<file path="src/rtl/bldc_pkg.sv">
// Shared definitions for the BLDC commutation blocks: gate-bus step
// patterns, fault codes, monitor states and small decode helpers.
package bldc_pkg;

  // Gate bus layout: [5:3] high-side A,B,C; [2:0] low-side A,B,C
  localparam logic [5:0] PAT_OFF   = 6'b000_000;
  localparam logic [5:0] PAT_STEP0 = 6'b100_010;
  localparam logic [5:0] PAT_STEP1 = 6'b100_001;
  localparam logic [5:0] PAT_STEP2 = 6'b010_001;
  localparam logic [5:0] PAT_STEP3 = 6'b010_100;
  localparam logic [5:0] PAT_STEP4 = 6'b001_100;
  localparam logic [5:0] PAT_STEP5 = 6'b001_010;

  localparam logic [1:0] FLT_NONE    = 2'b00;
  localparam logic [1:0] FLT_SHOOT   = 2'b01;
  localparam logic [1:0] FLT_ILLEGAL = 2'b10;
  localparam logic [1:0] FLT_SKIP    = 2'b11;

  typedef enum logic [1:0] {
    MON_IDLE  = 2'd0,
    MON_FIRST = 2'd1,
    MON_RUN   = 2'd2
  } mon_state_t;

  typedef struct packed {
    logic       legal;
    logic [2:0] step;
  } step_dec_t;

  // Map a gate pattern to its commutation step; legal=0 for OFF and illegal
  function automatic step_dec_t decode_step(input logic [5:0] pat);
    step_dec_t d;
    d.legal = 1'b1;
    d.step  = 3'd0;
    case (pat)
      PAT_STEP0: d.step = 3'd0;
      PAT_STEP1: d.step = 3'd1;
      PAT_STEP2: d.step = 3'd2;
      PAT_STEP3: d.step = 3'd3;
      PAT_STEP4: d.step = 3'd4;
      PAT_STEP5: d.step = 3'd5;
      default:   d.legal = 1'b0;
    endcase
    return d;
  endfunction

  // Any phase with both its high and low switch on
  function automatic logic shoot_through(input logic [5:0] pat);
    return |(pat[5:3] & pat[2:0]);
  endfunction

  // (nxt - prv) mod 6 for steps in 0..5
  function automatic logic [2:0] step_delta(input logic [2:0] nxt,
                                            input logic [2:0] prv);
    logic [2:0] d;
    if (nxt >= prv) d = nxt - prv;
    else            d = 3'(nxt + 3'd6 - prv);
    return d;
  endfunction

endpackage

</file>
<file path="src/rtl/commutation_monitor_pattern_filter.sv">
// Gate-bus glitch filter: registers the bus, counts how long the sampled
// value has held, and strobes accept once it has held FILTER_CYCLES samples
// and differs from the last accepted pattern.
module pattern_filter #(
  parameter int unsigned FILTER_CYCLES = 4
) (
  input  logic       clk,
  input  logic       rst,
  input  logic [5:0] mosfet_in,
  output logic [5:0] sample,
  output logic       accept
);

  localparam int unsigned CNT_W = $clog2(FILTER_CYCLES + 1);
  localparam logic [CNT_W-1:0] CNT_MAX = CNT_W'(FILTER_CYCLES);

  logic [5:0]       mosfet_s;
  logic [5:0]       accepted;
  logic [CNT_W-1:0] stable_cnt;

  // Counter tracks the run length of the value now in mosfet_s, so it
  // restarts at 1 in the same edge a new value is sampled.
  always_ff @(posedge clk or posedge rst) begin
    if (rst) begin
      mosfet_s   <= '0;
      accepted   <= '0;
      stable_cnt <= '0;
    end else begin
      mosfet_s <= mosfet_in;
      if (mosfet_in != mosfet_s)  stable_cnt <= CNT_W'(1);
      else if (stable_cnt != CNT_MAX) stable_cnt <= stable_cnt + CNT_W'(1);
      if (accept) accepted <= mosfet_s;
    end
  end

  assign accept = (stable_cnt == CNT_MAX) && (mosfet_s != accepted);
  assign sample = mosfet_s;

endmodule

</file>
<file path="src/rtl/commutation_monitor.sv">
// Passive monitor of the 6-bit gate bus: decodes step, direction and
// period, counts steps, and flags shoot-through, illegal patterns, skipped
// steps and stalls.
module commutation_monitor
  import bldc_pkg::*;
#(
  parameter int unsigned         FILTER_CYCLES = 4,
  parameter int unsigned         PERIOD_W      = 16,
  parameter logic [PERIOD_W-1:0] STALL_CYCLES  = 16'd50000
) (
  input  logic                clk,
  input  logic                rst,
  input  logic [5:0]          mosfet_in,
  input  logic                fault_clear,
  output logic [2:0]          step,
  output logic                step_valid,
  output logic                dir,
  output logic                dir_valid,
  output logic [PERIOD_W-1:0] period,
  output logic                period_valid,
  output logic [15:0]         step_count,
  output logic                stall,
  output logic                fault,
  output logic [1:0]          fault_code
);

  logic [5:0] mosfet_s;
  logic       accept;

  pattern_filter #(.FILTER_CYCLES(FILTER_CYCLES)) u_filter (
    .clk       (clk),
    .rst       (rst),
    .mosfet_in (mosfet_in),
    .sample    (mosfet_s),
    .accept    (accept)
  );

  mon_state_t          state_q, state_n;
  logic [2:0]          step_q, step_n;
  logic                step_valid_q, step_valid_n;
  logic                dir_q, dir_n;
  logic                dir_valid_q, dir_valid_n;
  logic [PERIOD_W-1:0] period_q, period_n;
  logic                period_valid_q, period_valid_n;
  logic [15:0]         count_q, count_n;
  logic                stall_q, stall_n;
  logic [PERIOD_W-1:0] timer_q, timer_n;
  logic                fault_q, fault_n;
  logic [1:0]          code_q, code_n;

  logic [PERIOD_W-1:0] timer_inc;
  step_dec_t           dec;
  logic [2:0]          delta;
  logic                shoot_hit, illegal_hit, skip_hit;
  logic [1:0]          new_code;

  assign dec   = decode_step(mosfet_s);
  assign delta = step_delta(dec.step, step_q);

  // State and output registers
  always_ff @(posedge clk or posedge rst) begin
    if (rst) begin
      state_q        <= MON_IDLE;
      step_q         <= '0;
      step_valid_q   <= 1'b0;
      dir_q          <= 1'b0;
      dir_valid_q    <= 1'b0;
      period_q       <= '0;
      period_valid_q <= 1'b0;
      count_q        <= '0;
      stall_q        <= 1'b0;
      timer_q        <= '0;
      fault_q        <= 1'b0;
      code_q         <= FLT_NONE;
    end else begin
      state_q        <= state_n;
      step_q         <= step_n;
      step_valid_q   <= step_valid_n;
      dir_q          <= dir_n;
      dir_valid_q    <= dir_valid_n;
      period_q       <= period_n;
      period_valid_q <= period_valid_n;
      count_q        <= count_n;
      stall_q        <= stall_n;
      timer_q        <= timer_n;
      fault_q        <= fault_n;
      code_q         <= code_n;
    end
  end

  // Next-state: classify accepted patterns, run FSM, timer and fault latch
  always_comb begin
    state_n        = state_q;
    step_n         = step_q;
    step_valid_n   = step_valid_q;
    dir_n          = dir_q;
    dir_valid_n    = dir_valid_q;
    period_n       = period_q;
    period_valid_n = 1'b0;
    count_n        = count_q;
    stall_n        = stall_q;
    fault_n        = fault_q;
    code_n         = code_q;
    shoot_hit      = shoot_through(mosfet_s);
    illegal_hit    = 1'b0;
    skip_hit       = 1'b0;
    new_code       = FLT_NONE;

    timer_inc = (timer_q == '1) ? timer_q : timer_q + 1'b1;
    timer_n   = (state_q == MON_IDLE) ? '0 : timer_inc;

    if (state_q != MON_IDLE && timer_inc == STALL_CYCLES) begin
      stall_n = 1'b1;
      state_n = MON_FIRST;
    end

    if (accept) begin
      if (mosfet_s == PAT_OFF) begin
        state_n     = MON_IDLE;
        step_valid_n = 1'b0;
        dir_valid_n = 1'b0;
        stall_n     = 1'b0;
        timer_n     = '0;
      end else if (!dec.legal) begin
        step_valid_n = 1'b0;
        illegal_hit  = !shoot_hit;
      end else begin
        step_n       = dec.step;
        step_valid_n = 1'b1;
        if (state_q == MON_IDLE) begin
          state_n = MON_FIRST;
          timer_n = '0;
          stall_n = 1'b0;
        end else if (delta == 3'd1 || delta == 3'd5) begin
          // Period counts edges between accepts, hence the incremented timer
          dir_n       = (delta == 3'd5);
          dir_valid_n = 1'b1;
          count_n     = count_q + 16'd1;
          timer_n     = '0;
          stall_n     = 1'b0;
          if (state_q == MON_RUN) begin
            period_n       = timer_inc;
            period_valid_n = 1'b1;
          end
          state_n = MON_RUN;
        end else if (delta != 3'd0) begin
          skip_hit    = 1'b1;
          state_n     = MON_FIRST;
          dir_valid_n = 1'b0;
          timer_n     = '0;
          stall_n     = 1'b0;
        end
      end
    end

    if (shoot_hit)        new_code = FLT_SHOOT;
    else if (illegal_hit) new_code = FLT_ILLEGAL;
    else if (skip_hit)    new_code = FLT_SKIP;

    if (new_code != FLT_NONE && (!fault_q || fault_clear)) begin
      fault_n = 1'b1;
      code_n  = new_code;
    end else if (fault_clear) begin
      fault_n = 1'b0;
      code_n  = FLT_NONE;
    end
  end

  assign step         = step_q;
  assign step_valid   = step_valid_q;
  assign dir          = dir_q;
  assign dir_valid    = dir_valid_q;
  assign period       = period_q;
  assign period_valid = period_valid_q;
  assign step_count   = count_q;
  assign stall        = stall_q;
  assign fault        = fault_q;
  assign fault_code   = code_q;

endmodule

</file>
<file path="config.mk">
export PLATFORM = sky130hd
export DESIGN_NAME = commutation_monitor
export DESIGN_NICKNAME = d
export VERILOG_FILES = /design/src/rtl/bldc_pkg.sv /design/src/rtl/commutation_monitor_pattern_filter.sv /design/src/rtl/commutation_monitor.sv
export SDC_FILE = /design/constraint.sdc
export NUM_CORES = 1
export LEC_CHECK = 0
export ABC_AREA = 1
export CAP_MARGIN = 20
export CELL_PAD_IN_SITES_DETAIL_PLACEMENT = 0
export CELL_PAD_IN_SITES_GLOBAL_PLACEMENT = 1
export CORE_UTILIZATION = 40
export DETAILED_ROUTE_END_ITERATION = 8
export PLACE_DENSITY = 0.84
export SLEW_MARGIN = 10
export SYNTH_ARGS = -nofsm -noshare
export SYNTH_HDL_FRONTEND = slang
export SYNTH_HIERARCHICAL = 1
export SYNTH_SLANG_ARGS = --single-unit
</file>
<file path="constraint.sdc">
create_clock -name clk -period 4.75 [get_ports clk]
set_input_delay 0.7125 -clock clk [delete_from_list [all_inputs] [get_ports clk]]
set_output_delay 0.7125 -clock clk [all_outputs]
set_load 0.02 [all_outputs]
</file>
==> metrics.md, run 1 <==
| Metric | Value |
|---|---|
| Outcome | `complete, no violations` |
| Area of the multi-input gates | `1960 µm²` |
| Fillers | `937` |
| Remaining Overflow, GRT | `0` |
| Distinct cells, synth | `39` |
| Post-route setup TNS | `0 ns` |
| Via count | `3,427` |
| H-tree depth | `3` |
| Met2 usage | `0.310` |
| # diodes | `0` |
| CP Launch Type | `register` |
| Synth area leaders | `dfrtp_1 (46%), nand2_1 (12%), inv_1 (6.3%)` |
| Post-cts sizing count | `0` |
| CTS Root Cell | `clkbuf_8` |
| Worst slew pin tran | `0.826 ns` |
| Worst path required time | `5.00 ns` |
| Most Crowded Layer GR | `met2` |
| Vias in the first global route | `3,461` |
| DRT Pass-1 Iters | `5` |
| Area grow syn2layout | `21.9%` |
| Seq/Total Area, Yosys | `0.456` |
| # nets final | `596` |
| Die ar. | `10,800 µm²` |
| CP Max Fanout | `33` |
| P_leak | `2.47 nW` |
| Avg Inst Size Synth | `8.05 µm²` |
| Share of the synthesized area in the top cell type | `0.456` |
| Max-Cap Viols | `0` |
| Row count | `36` |
| FF/Latch Area | `1900 µm²` |
| Yosys reg bits | `76` |
| Gpl congestion | `0.830` |
| Yosys top cell by area | `dfrtp_1` |
| Power per cell area | `262 nW/µm²` |
| Post-DRT Antenna Nets | `0` |
| DP HPWL | `6.72 mm` |
| Dpl ws | `1.53 ns` |
| Initial drt markers | `153` |
| Die Y | `104 µm` |
| Met3 Use GR | `0.0294` |
| Top-Level Pins | `52` |
| Core region area | `9950 µm²` |
| Drt total wl | `8.91 mm` |
| Worst skew pair latency | `0.35 ns` |
| Clock Tree Buf Depth | `2` |
| Final Max Tran Viols | `0` |
| Largest net degree at the start of global routing | `62` |
| Share of cells above drive strength 1 | `0.107` |
| Fin. Hold Viols | `0` |
| Setup violators final | `0` |
| Port Buffers | `51` |
| Max IR drop VDD | `0.000147 V` |
| Crit path time final | `3.26 ns` |
| Worst-path clk slew | `0.08 ns` |
| DRC | `0` |
| Wire per inst | `12.5 µm` |
| RSZ-0062 raised after global routing | `no` |
| Hold Path Class | `register to register` |
| CTS tree | `yes` |
| Postcts setup bufs | `0` |
| CP Capture Type | `register` |
| PnR worst setup slack | `1.49 ns` |
| Grt met1 use | `0.227` |
| Fmax | `306 MHz` |
| Fin crit share | `0.687` |
| CTS hold repair buffers | `0` |
| Starting density of the core | `0.419` |
| Initial antenna violation count | `0` |
| Cell area after synthesis | `4170 µm²` |
| Crit path DAT | `3.52 ns` |
| Max_slew headroom | `0.448` |
| CTS buffer count | `9` |
| Synthesis Warnings | `6` |
| Critical path type | `register to register` |
| Total Routing Usage GR | `0.180` |
| CTS sink cnt | `76` |
| Via/cell ratio | `4.79` |
| Max Clock Skew | `0.0110 ns` |
| Die W | `104 µm` |
| Syn Nets | `537` |
| First-pass GRT wire length | `15.9 mm` |
| Post-synthesis cell count | `518` |
synth_stat cells:
cell	instances
nor2_1	58
nand3_2	4
fa_1	1
clkbuf_2	1
a21oi_2	3
nor2_2	8
nor4_1	1
o21ai_2	1
xnor2_1	10
a21oi_1	4
o21bai_1	2
nand2_2	13
o21ai_1	1
nor3b_1	1
nand3_1	33
nor2_4	3
nand2_1	137
nor3_2	1
inv_2	4
buf_2	2
o21ai_0	25
a21boi_0	1
mux2i_1	4
inv_4	1
or2_1	2
xor2_1	18
buf_4	1
dfrtp_1	76
ha_1	9
inv_1	70
a211oi_1	1
nand3_4	2
nand3b_1	1
or2_2	1
nand4_1	9
nor2_8	2
a31oi_1	1
nor3_1	5
nand2_4	1
final cells by class:
type | count | share of cell area
Sequential cell | 76 | 0.374
Multi-Input combinational cell | 363 | 0.386
Clock inverter | 6 | 0.0219
Inverter | 75 | 0.0559
Clock buffer | 10 | 0.0271
Timing Repair Buffer | 52 | 0.102
Tap cell | 133 | 0.0328
registers in the layout, summed over array words and instances (netlist names):
| register | flops |
|---|---|
| period | 16 |
| u_filter/accepted | 6 |
| u_filter/stable_cnt | 3 |
| stall | 1 |
| u_filter/sample | 6 |
| step_valid | 1 |
| period_valid | 1 |
| fault_code | 2 |
| fault | 1 |
| timer_q | 16 |
| dir_valid | 1 |
| dir | 1 |
| step | 3 |
| state_q | 2 |
| step_count | 16 |
where the power goes:
group          switching [W]  internal (W)
logic              0.0000419     0.0000238
registers         0.00000694      0.000652
clock network       0.000244      0.000363
critical path: stages, from the launching register on:
cell and delay [ns]:
dfrtp_1 0.46, inv_1 0.10, nand2_1 0.09, inv_1 0.06, nand2_1 0.06, nor2_1 0.06
nor3_1 0.24, ha_1 0.26, fa_1 0.45, xnor2_1 0.24, nand2_2 0.16, nor2_1 0.12
nand2_1 0.48, o21ai_0 0.37
layout by cell type (no fill, tap or decap), types with 3 or more instances in the layout:
| master | instances |
|---|---|
| nor3_1 | 5 |
| a21oi_2 | 3 |
| nand4_1 | 9 |
| xor2_1 | 18 |
| nor2_4 | 3 |
| o21ai_0 | 25 |
| clkbuf_8 | 10 |
| nand3_2 | 4 |
| a21oi_1 | 4 |
| inv_1 | 69 |
| inv_2 | 5 |
| nor2_1 | 58 |
| nand3_1 | 33 |
| nand2_1 | 137 |
| bufinv_16 | 3 |
| dfrtp_1 | 76 |
| clkdlybuf4s50_1 | 51 |
| ha_1 | 9 |
| nor2_2 | 8 |
| xnor2_1 | 10 |
| nand2_2 | 13 |
| mux2i_1 | 4 |
cell families after synthesis:
group,share of synthesized area
multiplexers,0.00961
XOR/XNOR,0.0588
AND/OR/NAND/NOR,0.317
flip-flops,0.456
AO/OA/AOI/OAI,0.0531
buffers and inverters,0.0736
adder cells (fa/ha/maj),0.0318
layer usage:
metal | routed length, µm | part of all wire
met1 | 4070 | 0.46
met3 | 279 | 0.031
met2 | 4440 | 0.50
met5 | 0 | 0
met4 | 126 | 0.014
final timing paths:
path | startpoint | slack, ns | cells after the start | endpoint
worst min register to register | step_count[15] | 0.48 | 1 | step_count[15]
worst min-delay path | step_count[15] | 0.48 | 1 | step_count[15]
worst max-delay path | u_filter/sample[3] | 1.49 | 13 | period[11]
max in group asynchronous | rst | 3.32 | 3 | step[0]
worst max register to register | u_filter/sample[3] | 1.49 | 13 | period[11]
min in group asynchronous | rst | 0.78 | 2 | u_filter/stable_cnt[2]
per-stage QoR:
stage	instances	power (W)	hold WS, ns	area (µm²)	util
global placement	699	0.000737	0.468	4830	0.485
detailed placement	699	0.000738	0.474	4830	0.485
floorplan	518	0.000713	0.463	4170	-
finish	715	0.00133	0.480	5080	0.510
CTS	715	0.00135	0.486	5080	0.510
global route	715	0.00139	0.526	5080	0.510
No activity file was read; power rests on OpenSTA's default activity.
==> inputs of run 2 (changes only) <==
clock period = 3.1 ns   (was 4.75 ns; I/O delays follow)
==> run 2 against run 1 <==
Clock-buffer cell count up 3. Clock skew down 0.0015 ns. Largest power group unchanged. Power up 43%. Highest routed layer unchanged. Final cell count up 0.14%. Largest cell class unchanged. Non-clock buffer count up 3. First-iteration DRC count down 25%.
==> metrics.md, run 2 (synthesis results as in run 1) <==
| Metric | Value |
|---|---|
| CTS hold repair buffers | `0` |
| Leading cell types in the layout, fill and taps excluded | `nand2_1 (137), dfrtp_1 (75), inv_1 (69), nor2_1 (58), clkdlybuf4s50_1 (51)` |
| Max-Cap Viols | `0` |
| Die W | `104 µm` |
| Crit path time final | `2.81 ns` |
| Fmax | `356 MHz` |
| CTS Root Cell | `clkbuf_8` |
| Area grow syn2layout | `21.6%` |
| CTS tree | `yes` |
| Post-cts sizing count | `0` |
| Fillers | `966` |
| CP startpoint | `u_filter/sample[2]` |
| Die ar. | `10,800 µm²` |
| Setup slack, reg-to-reg | `0.29 ns` |
| Worst-path clk slew | `0.07 ns` |
| Max Clock Skew | `0.00947 ns` |
| Crit path DAT | `3.04 ns` |
| Port Buffers | `51` |
| Area of the multi-input gates | `1960 µm²` |
| Dpl cell area | `4850 µm²` |
| Drt total wl | `8.99 mm` |
| Hold Path Class | `register to register` |
| Design Area, Final | `5070 µm²` |
| CP endpoint | `step_count[13]` |
| # nets final | `599` |
| Die Y | `104 µm` |
| CP Capture Type | `register` |
| Largest net degree at the start of global routing | `34` |
| Fin. Hold Viols | `0` |
| Setup violators final | `0` |
| Vias in the first global route | `3,453` |
| Via count | `3,368` |
| Wire per inst | `12.6 µm` |
| H-tree depth | `3` |
| Remaining Overflow, GRT | `0` |
| Clock Tree Buf Depth | `2` |
| Core region area | `9950 µm²` |
| Worst path required time | `3.33 ns` |
| Initial antenna violation count | `0` |
| Outcome | `complete, no violations` |
| DP HPWL | `6.89 mm` |
| Worst skew pair latency | `0.34 ns` |
| CP Max Fanout | `8` |
| Share of cells above drive strength 1 | `0.111` |
| Worst slew pin tran | `0.599 ns` |
| # diodes | `0` |
| Critical path type | `register to register` |
| Starting density of the core | `0.419` |
| DRC | `0` |
| CTS sink cnt | `76` |
| First-pass GRT wire length | `15.9 mm` |
| CTS buffer count | `9` |
| FF/Latch Area | `1900 µm²` |
| Top-Level Pins | `52` |
| Worst r2r src | `u_filter/sample[2]` |
| Fin crit share | `0.907` |
| Max IR drop VDD | `0.000267 V` |
| Row count | `36` |
| Total Routing Usage GR | `0.180` |
| P_leak | `2.46 nW` |
| WHS | `0.480 ns` |
| Max_slew headroom | `0.600` |
| Postcts setup bufs | `0` |
| Post-DRT Antenna Nets | `0` |
| Most common cell after layout, fill and taps aside | `nand2_1` |
| CP Launch Type | `register` |
| Post-route setup TNS | `0 ns` |
| Reg2reg end | `step_count[13]` |
| Initial drt markers | `114` |
| DRT Pass-1 Iters | `4` |
| Gpl congestion | `0.811` |
| Worst r2r path cells | `15` |
| Power per cell area | `376 nW/µm²` |
| Final Max Tran Viols | `0` |
| Via/cell ratio | `4.70` |
## run 2: changes by cell type in the layout (fill, tap and decap cells not counted), sizes merged
cell	previous run	this run
clkinv	2	0
buf	1	4
clkinvlp	1	0
bufinv	3	1
clkbuf	10	13
## run 2: critical path, cell delays in order (launching register included)
cell and delay (ns):
dfrtp_1 0.43, inv_1 0.11, nand2_1 0.07, inv_1 0.07, nand2_1 0.05, nor2_1 0.14
nor3_2 0.06, ha_1 0.20, fa_1 0.45, xnor2_1 0.24, nand2_2 0.16, nor2_8 0.22
inv_4 0.08, nor2_4 0.13, nand4_1 0.12, xnor2_1 0.15
## run 2: per-stage QoR
stage | utilization | total power (W) | cells | setup WS (ns)
2_1_floorplan | - | 0.00109 | 518 | 0.465
3_3_place_gp | 0.487 | 0.00113 | 702 | 0.327
3_5_place_dp | 0.487 | 0.00113 | 702 | 0.212
4_1_cts | 0.508 | 0.00193 | 716 | 0.202
5_1_grt | 0.509 | 0.00198 | 716 | -0.000280
6_report | 0.509 | 0.00190 | 716 | 0.289
## run 2: how the worst min path moves through the flow
stage | from | end | slack (ns) | depth (start not counted)
CTS | step_count[15] | step_count[15] | 0.49 | 1
global route | step_count[15] | step_count[15] | 0.52 | 1
floorplan | rst | u_filter/accepted[0] | 0.37 | 1
detailed placement | step_valid | step_valid | 0.47 | 2
global placement | period[10] | period[10] | 0.47 | 2
finish | step_count[15] | step_count[15] | 0.48 | 1
## run 2: power by group
part / switching, W / internal [W]
Clock: 0.000341 / 0.000452
Sequential: 0.0000104 / 0.000999
Combinational: 0.0000645 / 0.0000375
## run 2: metal layers
| metal | track usage | vias up | routed length, µm |
|---|---|---|---|
| li1 | - | 1739 | - |
| met1 | 0.221 | 1585 | 4130 |
| met2 | 0.317 | 33 | 4580 |
| met3 | 0.0326 | 11 | 165 |
| met4 | 0.0633 | 0 | 109 |
| met5 | 0 | - | 0 |
## run 2: cell type report
cell class	count	area share
clock inverter	1	0.00593
multi-input combinational	363	0.388
tap	133	0.0328
inverter	75	0.0560
sequential	76	0.376
clock buffer	13	0.0353
timing repair buffer	55	0.107
